--- src/rtl/ascon_dec_stream_ctrl.sv ---
// Stream front/back end for ascon128_decrypt: packs a 64-byte frame into the
// core's key/nonce/ciphertext/tag, runs the core with a bounded wait, and
// returns plaintext only when the tag authenticates.
`timescale 1ns/1ps
module ascon_dec_stream_ctrl #(
  parameter int DONE_TIMEOUT = 32
) (
  input  logic         clk,
  input  logic         rst_n,
  input  logic [7:0]   in_data,
  input  logic         in_valid,
  input  logic         in_last,
  output logic         in_ready,
  output logic [127:0] core_key,
  output logic [127:0] core_nonce,
  output logic [127:0] core_ciphertext,
  output logic [127:0] core_tag,
  output logic         core_start,
  input  logic [127:0] core_plaintext,
  input  logic         core_tag_valid,
  input  logic         core_done,
  output logic [127:0] out_plaintext,
  output logic [1:0]   out_err,
  output logic         out_valid,
  input  logic         out_ready
);
  typedef enum logic [2:0] {LOAD, DRAIN, ARM, RUN, RESULT} state_t;

  localparam logic [7:0] TMO_LAST = 8'(DONE_TIMEOUT - 1);
  localparam logic [1:0] E_OK = 2'd0, E_AUTH = 2'd1, E_FRAME = 2'd2, E_TMO = 2'd3;

  state_t              state, state_n;
  logic [5:0]          idx;
  logic [7:0]          cyc;
  logic [3:0][15:0][7:0] fld;   // fld[field][byte], byte 15 is the MSB lane
  logic                accept;
  logic                res_ld;
  logic [1:0]          res_err;
  logic [127:0]        res_pt;

  assign accept          = in_valid && in_ready;
  assign core_key        = fld[0];
  assign core_nonce      = fld[1];
  assign core_ciphertext = fld[2];
  assign core_tag        = fld[3];
  assign core_start      = (state == RUN);
  assign out_valid       = (state == RESULT);

  // State register
  always_ff @(posedge clk or negedge rst_n)
    if (!rst_n) state <= LOAD;
    else        state <= state_n;

  // Next state and result selection; non-zero errors always carry zero plaintext
  always_comb begin
    state_n = state;
    res_ld  = 1'b0;
    res_err = E_OK;
    res_pt  = '0;
    case (state)
      LOAD:
        if (accept) begin
          if (idx == 6'd63)  state_n = in_last ? ARM : DRAIN;
          else if (in_last) begin
            state_n = RESULT;
            res_ld  = 1'b1;
            res_err = E_FRAME;
          end
        end
      DRAIN:
        if (accept && in_last) begin
          state_n = RESULT;
          res_ld  = 1'b1;
          res_err = E_FRAME;
        end
      ARM: state_n = RUN;
      RUN:
        if (core_done) begin
          state_n = RESULT;
          res_ld  = 1'b1;
          if (core_tag_valid) begin
            res_err = E_OK;
            res_pt  = core_plaintext;
          end else begin
            res_err = E_AUTH;
          end
        end else if (cyc == TMO_LAST) begin
          state_n = RESULT;
          res_ld  = 1'b1;
          res_err = E_TMO;
        end
      RESULT: if (out_ready) state_n = LOAD;
      default: state_n = LOAD;
    endcase
  end

  // in_ready is registered so it stays low through reset and rises one clock after release
  always_ff @(posedge clk or negedge rst_n)
    if (!rst_n) in_ready <= 1'b0;
    else        in_ready <= (state_n == LOAD) || (state_n == DRAIN);

  // Byte index: advances on frame bytes only, cleared once the result is taken
  always_ff @(posedge clk or negedge rst_n)
    if (!rst_n)                          idx <= '0;
    else if (state == RESULT && out_ready) idx <= '0;
    else if (state == LOAD && accept)    idx <= idx + 6'd1;

  // Field capture, big-endian within each 16-byte field
  always_ff @(posedge clk or negedge rst_n)
    if (!rst_n)                       fld <= '0;
    else if (state == LOAD && accept) fld[idx[5:4]][~idx[3:0]] <= in_data;

  // RUN cycle counter, zeroed in ARM so it reads 0 on the first RUN cycle
  always_ff @(posedge clk or negedge rst_n)
    if (!rst_n)              cyc <= '0;
    else if (state == ARM)   cyc <= '0;
    else if (state == RUN)   cyc <= cyc + 8'd1;

  // Result register: loaded on the transition into RESULT, cleared once consumed
  always_ff @(posedge clk or negedge rst_n)
    if (!rst_n) begin
      out_plaintext <= '0;
      out_err       <= '0;
    end else if (res_ld) begin
      out_plaintext <= res_pt;
      out_err       <= res_err;
    end else if (state == RESULT && out_ready) begin
      out_plaintext <= '0;
      out_err       <= '0;
    end
endmodule
--- config.mk ---
export PLATFORM = sky130hd
export DESIGN_NAME = ascon_dec_stream_ctrl
export DESIGN_NICKNAME = d
export VERILOG_FILES = /design/src/rtl/ascon_dec_stream_ctrl.sv
export SDC_FILE = /design/constraint.sdc
export NUM_CORES = 1
export LEC_CHECK = 0
export BUFFER_PORTS_ARGS = -buffer_cell sky130_fd_sc_hd__buf_4
export CORE_AREA = 2 2 305 307
export DETAILED_ROUTE_END_ITERATION = 10
export DIE_AREA = 0 0 307 309
export PLACE_DENSITY_LB_ADDON = 0.2
export SLEW_MARGIN = 20
export SYNTH_ARGS = -nofsm -noshare
export SYNTH_HDL_FRONTEND = slang
export SYNTH_SLANG_ARGS = --single-unit
--- constraint.sdc ---
create_clock -name clk -period 3.5 [get_ports clk]
set_input_delay 0 -clock clk [delete_from_list [all_inputs] [get_ports clk]]
set_output_delay 0 -clock clk [all_outputs]
set_load 0.005 [all_outputs]
==> flow_metrics.tcl <==
set metrics [dict create \
    layout_commonest_cell "buf_4" \
    cp-end-kind "register" \
    routed_via_density 4.682 \
    setup_viol 0 \
    grt-ovfl-total 0 \
    syn_to_final_growth_pct 45.26 \
    fmax_ghz 0.3256 \
    tritoncts "built" \
    synth_cell_types 47 \
    async_flop_share_pct 100.0 \
    ir_drop_mv 0.4663 \
    grt_max_degree 101 \
    most-common-layout-cells "buf_4 (805), dfrtp_1 (660), mux2_2 (503)" \
    rr_worst_depth 5 \
    drc_errors 0 \
    cts.repair.resized 0 \
    drv_cap 0 \
    antenna_left 0 \
    dr.pass1.iters 5 \
    yosysWarnings 0 \
    syn-instance-count 1589 \
    p_comb_share_pct 13.3 \
    synth_enable_flop_cells 0 \
    cts_sinks 660 \
    grt_pass1_vias 18826 \
    critical_path.max_fanout 12 \
    io_buffers 787 \
    vias 17622 \
    fin_cells 3764 \
    fin_crit_sh_pct 87.75 \
    grt_setup_unrepaired "false" \
    power_frac_seq_pct 42.7 \
    rows 111 \
    critPathRequiredTime_ns 4.01 \
    fin_setup_tns_ns 0 \
    synth_area_per_cell_sq_um 15.80 \
    grt_use_total_pct 20.32 \
    hold_viol_final 0 \
    powerDensity_nw_per_um2 540.8 \
    synth_seq_cells 660 \
    dp_hpwl_mm 69.70 \
    die_y_microns 309 \
    syn_area_sq_um 25110 \
    wl_per_cell_microns 26.17 \
    final.setup_skew_ns 0.02173 \
    fp.dieW_microns 307 \
    clk_pin_slew_worst_paths_ns 0.06 \
    worstSetupPathType "reg2reg" \
    cts_buffers 78 \
    drive_gt1_share_pct 58.83 \
    p_leak_nw 18.83 \
    grt_pass1_wl_mm 140.5 \
    clk-insertion-delay-late_ns 0.64 \
    synthFlopType "dfrtp_1" \
    cts_buffer_depth 3 \
    start_util_pct 27.48 \
    htreeDepth 3 \
    hold_class "in2async" \
    p_clk_share_pct 44.0 \
    postCtsSetupRepairBufs 0 \
    final_nets 2665 \
    intPower_mw 14.55 \
    gp_congestion 0.8362 \
    drt_iter0_drc 1081 \
    slew_violations 0 \
    core_sq_um 91390 \
    synth_seq_area_share_pct 65.77 \
    syn-num-nets 1737 \
    die-area_sq_um 94860 \
    cts-root-buf "clkbuf_16" \
    power_switching_mw 5.182 \
    tightest_slew_ns 1.080 \
    status "completed" \
    p_sw_share_pct 26.27 \
    period_minus_slack_ns 3.071 \
    cp.arrival_ns 3.58 \
    cp-start-kind "register" \
    antenna_found_initial 4 \
    slew_headroom_pct 27.98 \
    wirelength_mm 98.49 \
    dp_cells 3488 \
    io_pins 788 \
]
metrics by stage:
step	util, %	hold WS (ns)	setup slack (ns)	area (sq um)	power (mW)
6_report	39.92	0.02970	0.4289	36480	19.73
5_1_grt	39.91	0.08932	0.2443	36480	20.51
4_1_cts	39.91	0.02650	0.3259	36480	20.01
3_5_place_dp	35.41	0.1495	0.3279	32360	11.07
3_3_place_gp	35.41	0.1374	0.3977	32360	11.00
2_1_floorplan	-	-0.2956	1.464	25110	9.471
power groups by stage:
stage / Sequential [mW] / Clock (mW) / Combinational, mW
final: 8.42 / 8.68 / 2.62
after global routing: 8.47 / 9.26 / 2.78
after CTS: 8.42 / 8.92 / 2.67
after detailed placement: 8.55 / 0 / 2.52
after global placement: 8.54 / 0 / 2.46
after floorplan: 8.50 / 0 / 0.974
cells by family after synthesis:
kind of cell	share of synthesized area (%)
flops	65.77
fa+ha+maj	0.2491
xor+xnor	0.2441
mux	23.00
buf+inv	1.993
simple gates	3.622
compound gates	5.127
synth_stat cells (6+ instances only):
master	number	share of area, %
a22o_1	129	4.5
buf_1	8	0.12
buf_2	10	0.20
buf_4	17	0.51
clkbuf_1	64	0.96
dfrtp_1	660	66
inv_1	7	0.10
mux2_1	9	0.40
mux2_2	503	23
nand2_1	21	0.31
nand2b_1	6	0.15
nand3_1	8	0.16
nor2_1	13	0.19
nor2_2	58	1.4
o21ai_0	8	0.16
xnor2_1	6	0.21
final timing paths:
path                                             from                              to  slack, ns
max in group asynchronous                       rst_n      core_nonce[34]$_DFFE_PN0P_       2.22
max reg2reg                        state[2]$_DFF_PN0_  core_ciphertext[2]$_DFFE_PN0P_       0.43
min reg2reg                core_nonce[19]$_DFFE_PN0P_      core_nonce[19]$_DFFE_PN0P_       0.49
min in group clk                           in_data[3]      core_nonce[91]$_DFFE_PN0P_       0.12
min                                             rst_n        core_tag[52]$_DFFE_PN0P_       0.03
max                                state[2]$_DFF_PN0_  core_ciphertext[2]$_DFFE_PN0P_       0.43
repair_timing:
item | in CTS | in global routing
endpoints found under the hold margin | 227 | 0
setup endpoints to repair | 0 | 0
hold buffers | 135 | 0
flip-flops by register name (all words and copies together), names as in the netlist, 2 cells and up:
name	count
core_nonce	128
out_plaintext	128
state	3
core_tag	128
out_err	2
idx	6
core_ciphertext	128
core_key	128
cyc	8
layout make-up:
| type | instances | area (sq um) |
|---|---|---|
| fillers | 8561 | 54910 |
| flip-flops and latches | 660 | 16520 |
| multi-input cells | 820 | 8115 |
| repair buffers | 949 | 7570 |
| clock buffers | 110 | 2232 |
| well taps | 1186 | 1484 |
| clock inverters | 30 | 529.3 |
| inverters | 8 | 30.03 |
| diodes | 1 | 2.502 |
routing by layer:
metal | track usage [%] | vias up | routed length [microns]
met2 | 33.31 | 639 | 47860
met3 | 5.858 | 157 | 7209
met4 | 7.362 | 0 | 3118
li1 | - | 7554 | -
met1 | 25.54 | 9272 | 40300
met5 | 0 | - | 0
critical path, stage by stage (launching register included):
cell and delay [ns]:
dfrtp_1 0.36, buf_4 0.17, inv_1 0.47, nand3_1 0.78
nor2_2 0.76, mux2_2 0.41
Power figures use the tool's default switching activity.
